[src/rtl/mult_pkg.sv]
// mult_pkg: shared types and constants for the shift-add multiplier controller
//   mult_state_t   controller states
//   cnt_w(width)   iteration counter width for a given operand width
//   MULT_MAX_WIDTH largest supported operand width
package mult_pkg;
  localparam int MULT_MAX_WIDTH = 32;
  typedef enum logic [2:0] {IDLE, CLRAX, EVAL, SHIFT, DONE} mult_state_t;
  function automatic int cnt_w(input int width);
    return $clog2(width);
  endfunction
endpackage

[src/rtl/mult_iter_counter.sv]
// mult_iter_counter: iteration counter 0..WIDTH-1 with clear, enable and terminal count
//   Clk, Reset  clock, synchronous active-high reset
//   clr, en     synchronous clear (wins over en), count enable
//   cnt         current count
//   tc          high when cnt == WIDTH-1
module mult_iter_counter import mult_pkg::*; #(
  parameter int WIDTH = 8,
  localparam int CW = cnt_w(WIDTH)
) (
  input  logic          Clk,
  input  logic          Reset,
  input  logic          clr,
  input  logic          en,
  output logic [CW-1:0] cnt,
  output logic          tc
);
  always_ff @(posedge Clk)
    if (Reset || clr) cnt <= '0;
    else if (en) cnt <= cnt + 1'b1;
  assign tc = cnt == CW'(WIDTH - 1);
endmodule

[src/rtl/mult_control_n.sv]
// mult_control_n: control FSM for a WIDTH-bit signed shift-add multiplier datapath
//   Clk, Reset     clock, synchronous active-high reset
//   Run            start request (level), must drop before the next run starts
//   ClearA_LoadB   in IDLE: clear A/X and load B
//   M              current LSB of B
//   Clr_Ld         clear A/X, load B (IDLE only)
//   Clr_AX         clear A and X at run start
//   Shift          arithmetic right shift of X:A:B
//   Add / Sub      A <= A +/- S; Sub only on the sign bit (last iteration)
//   Busy / Done    run in progress / result ready
//   Iter           current iteration in EVAL/SHIFT, 0 elsewhere
// Build option MULT_SKIP_ZERO_EN: a zero multiplier bit shifts straight from EVAL.
module mult_control_n import mult_pkg::*; #(
  parameter int WIDTH = 8,
  localparam int CW = cnt_w(WIDTH)
) (
  input  logic          Clk,
  input  logic          Reset,
  input  logic          Run,
  input  logic          ClearA_LoadB,
  input  logic          M,
  output logic          Clr_Ld,
  output logic          Clr_AX,
  output logic          Shift,
  output logic          Add,
  output logic          Sub,
  output logic          Busy,
  output logic          Done,
  output logic [CW-1:0] Iter
);
  if (WIDTH < 2 || WIDTH > MULT_MAX_WIDTH) begin : g_bad_width
    $error("mult_control_n: WIDTH must be in 2..32");
  end
  mult_state_t state, next;
  logic cnt_clr, cnt_en, tc;
  logic [CW-1:0] cnt;
  mult_iter_counter #(.WIDTH(WIDTH)) u_cnt (
    .Clk(Clk), .Reset(Reset), .clr(cnt_clr), .en(cnt_en), .cnt(cnt), .tc(tc)
  );
  always_ff @(posedge Clk)
    if (Reset) state <= IDLE;
    else state <= next;
  always_comb begin
    next = state;
    Clr_Ld = 1'b0;
    Clr_AX = 1'b0;
    Shift = 1'b0;
    Add = 1'b0;
    Sub = 1'b0;
    cnt_clr = 1'b0;
    cnt_en = 1'b0;
    case (state)
      IDLE: begin
        cnt_clr = 1'b1;
        Clr_Ld = ClearA_LoadB && !Run;
        next = Run ? CLRAX : IDLE;
      end
      CLRAX: begin
        Clr_AX = 1'b1;
        next = EVAL;
      end
      EVAL: begin
        // the sign bit carries negative weight, so the last iteration subtracts
        Add = M && !tc;
        Sub = M && tc;
        next = SHIFT;
`ifdef MULT_SKIP_ZERO_EN
        if (!M) begin
          Shift = 1'b1;
          cnt_en = !tc;
          next = tc ? DONE : EVAL;
        end
`endif
      end
      SHIFT: begin
        Shift = 1'b1;
        cnt_en = !tc;
        next = tc ? DONE : EVAL;
      end
      DONE: next = Run ? DONE : IDLE;
      default: next = IDLE;
    endcase
  end
  assign Busy = state != IDLE && state != DONE;
  assign Done = state == DONE;
  assign Iter = (state == EVAL || state == SHIFT) ? cnt : '0;
endmodule

[config.mk]
export PLATFORM = sky130hd
export DESIGN_NAME = mult_control_n
export DESIGN_NICKNAME = d
export VERILOG_FILES = /design/src/rtl/mult_pkg.sv /design/src/rtl/mult_iter_counter.sv /design/src/rtl/mult_control_n.sv
export SDC_FILE = /design/constraint.sdc
export NUM_CORES = 1
export LEC_CHECK = 0
export ABC_AREA = 1
export BUFFER_PORTS_ARGS = -buffer_cell sky130_fd_sc_hd__clkbuf_2
export CORE_AREA = 4 4 41 43
export CTS_CLUSTER_DIAMETER = 50
export DETAILED_ROUTE_END_ITERATION = 12
export DIE_AREA = 0 0 45 47
export PLACE_DENSITY_LB_ADDON = 0.05
export SYNTH_ARGS = -nofsm -noshare
export SYNTH_HDL_FRONTEND = slang
export SYNTH_HIERARCHICAL = 1
export SYNTH_SLANG_ARGS = --single-unit
[constraint.sdc]
create_clock -name Clk -period 1.8 [get_ports Clk]
set_input_delay 0.18 -clock Clk [delete_from_list [all_inputs] [get_ports Clk]]
set_output_delay 0.18 -clock Clk [all_outputs]
set_load 0.02 [all_outputs]
==> qor.yml <==
max_clock_freq_mhz: 637
slew_viol_final: 0
die_w_um: 45
clk_pin_slew_worst_paths_ns: 0.05
postCtsResizedCells: 0
drive_gt1_share_pct: 29.5
layout_common_cells: "nor2_1, clkbuf_2, inv_1, nand2_1, dfxtp_1"
ir_drop_uv: 387
seq_area_frac_synth_pct: 32.4
clock-sinks: 6
yosysUniqueCellTypes: 13
cts_root_buffer: "clkbuf_4"
synth.avg_cell_area_um2: 6.07
portBuffers: 14
period_share_pct: 87.2
switching_share_pct: 28.9
setup_violations: 0
synthesis.nets: 68
synthCells: 61
ctsHtreeMaxLevel: 1
gp_congestion: 0.675
ys_seq_elements: 6
cell_internal_pwr_uw: 238
r2r-start: "u_cnt/cnt[0]"
cp-end-kind: "primary output"
powerDensity_mw_per_mm2: 696
drt_first_pass_iters: 4
final_common_cell: "nor2_1"
start_util_pct: 28.5
rows: 13
layout_min_cycle_time_ns: 1.57
dp_hpwl_um: 664
diodes: 0
leakage_nw: 0.247
cp-start-kind: "flip-flop"
drc: 0
crit_fanout: 4
vias: 374
vias_per_cell: 4.02
antenna_found_initial: 0
grt_usage_pct: 8.79
synth_xor_area_share_pct: 0
worst_skew_pair.late_latency_ns: 0.24
seqPwrFrac_pct: 43.2
ys.warnings.count: 6
die_h_um: 47
tritoncts: "done"
setup_tns_ns: 0
fin_util_pct: 37.0
postCtsHoldBufs: 0
finalWirelength_um: 751
hold_path.class: "input pin to flip-flop"
skew_ns: 0.00361
nets: 87
pre_cts_ws_ns: 0.318
post_drt_wl_per_cell_um: 8.08
io_pins: 15
clock_path_buffers: 2
p_sw_uw: 97.0
drtAntennaViolNets: 0
clockPowerShare_pct: 36.1
worst_pin_slew_ns: 0.403
cp-startpoint: "u_cnt/cnt[0]"
yosys.area_share.simple_pct: 42.2
synth.area.mux_share_pct: 0
worstPathArrival_ns: 1.39
grt_pass1_wl_um: 1310
critPathKind: "flip-flop to primary output"
slew_headroom_pct: 73.0
grt_start_max_net_pins: 8
worst_slack_ns: 0.231
core_region_area_mm2: 0.00130
outcome: "complete, no violations"
synthAdderAreaFrac_pct: 6.76
hold_viol_final: 0
synth_compound_area_share_pct: 3.38
drt_iter0_drc: 5
grt_pass1_vias: 333
comb_power_share_pct: 20.6
grt-ovfl-total: 0
synth_top_family_by_area: "simple AND/OR/NAND/NOR gates"
cts_buffers: 3
cap_violations: 0
layout-area-overhead-vs-synth_pct: 30.1
grt_setup_unrepaired: "no"
syn_area_um2: 370
min_from: "Reset"
dieArea_mm2: 0.00212
cts_setup_buffers: 0
worstPathRequired_ns: 1.62
kinds of logic after synthesis:
| kind of cell | count (synthesis) |
|---|---|
| compound gates | 2 |
| fa+ha+maj | 2 |
| buf+inv | 15 |
| flops | 6 |
| simple gates | 36 |
power groups by stage:
stage                     Clock, mW  Combinational, mW  Sequential [mW]
after detailed placement          0             0.0713            0.147
after CTS                     0.126             0.0714            0.145
after global placement            0             0.0718            0.148
final                         0.121             0.0691            0.145
after floorplan                   0             0.0495            0.146
after global routing          0.135             0.0802            0.146
worst paths after layout:
kind	slack (ns)	depth (start not counted)	end
hold reg to reg	0.50	2	u_cnt/cnt[1]
hold / removal	0.14	2	state[2]
setup reg to reg	0.34	6	u_cnt/cnt[0]
setup / recovery	0.23	4	Add
cells in the mapped netlist, drive strengths merged:
library cell  count  area share, %
a21oi             1            1.4
dfxtp             6             32
ha                2            6.8
inv              15             15
nand2            13             14
nand3             3            4.1
nor2             18             20
nor3              1            2.7
nor3b             1            2.0
o211ai            1            2.0
through the flow:
stage,hold slack (ns),instances,total power [mW],area [um2]
after floorplan,0.249,61,0.196,370
after CTS,0.139,93,0.342,482
after global routing,0.148,93,0.361,482
after detailed placement,0.396,90,0.219,459
final,0.143,93,0.335,482
after global placement,0.394,90,0.220,459
area by class of cell:
| cell class | instances | area, um2 |
|---|---|---|
| Sequential cell | 6 | 120 |
| Multi-Input combinational cell | 40 | 194 |
| Timing Repair Buffer | 14 | 70.1 |
| Inverter | 15 | 56.3 |
| Fill cell | 149 | 820 |
| Clock buffer | 3 | 22.5 |
| Tap cell | 15 | 18.8 |
state kept, by name, summed over array words and instances, names as in the netlist:
register,flops
state,3
u_cnt/cnt,3
layer usage:
| layer | up-vias | wire (um) | GRT usage, % |
|---|---|---|---|
| met1 | 151 | 342 | 10.5 |
| li1 | 214 | - | - |
| met3 | 0 | 67 | 3.83 |
| met4 | 0 | 0 | 7.02 |
| met5 | - | 0 | 0 |
| met2 | 9 | 340 | 12.1 |
critical path: stages, from the launching register on:
cell and delay [ns]:
dfxtp_1 0.33, ha_1 0.20, ha_1 0.22, nor3b_1 0.20
clkbuf_2 0.20
Note: power is estimated with default switching activity, not from simulation.
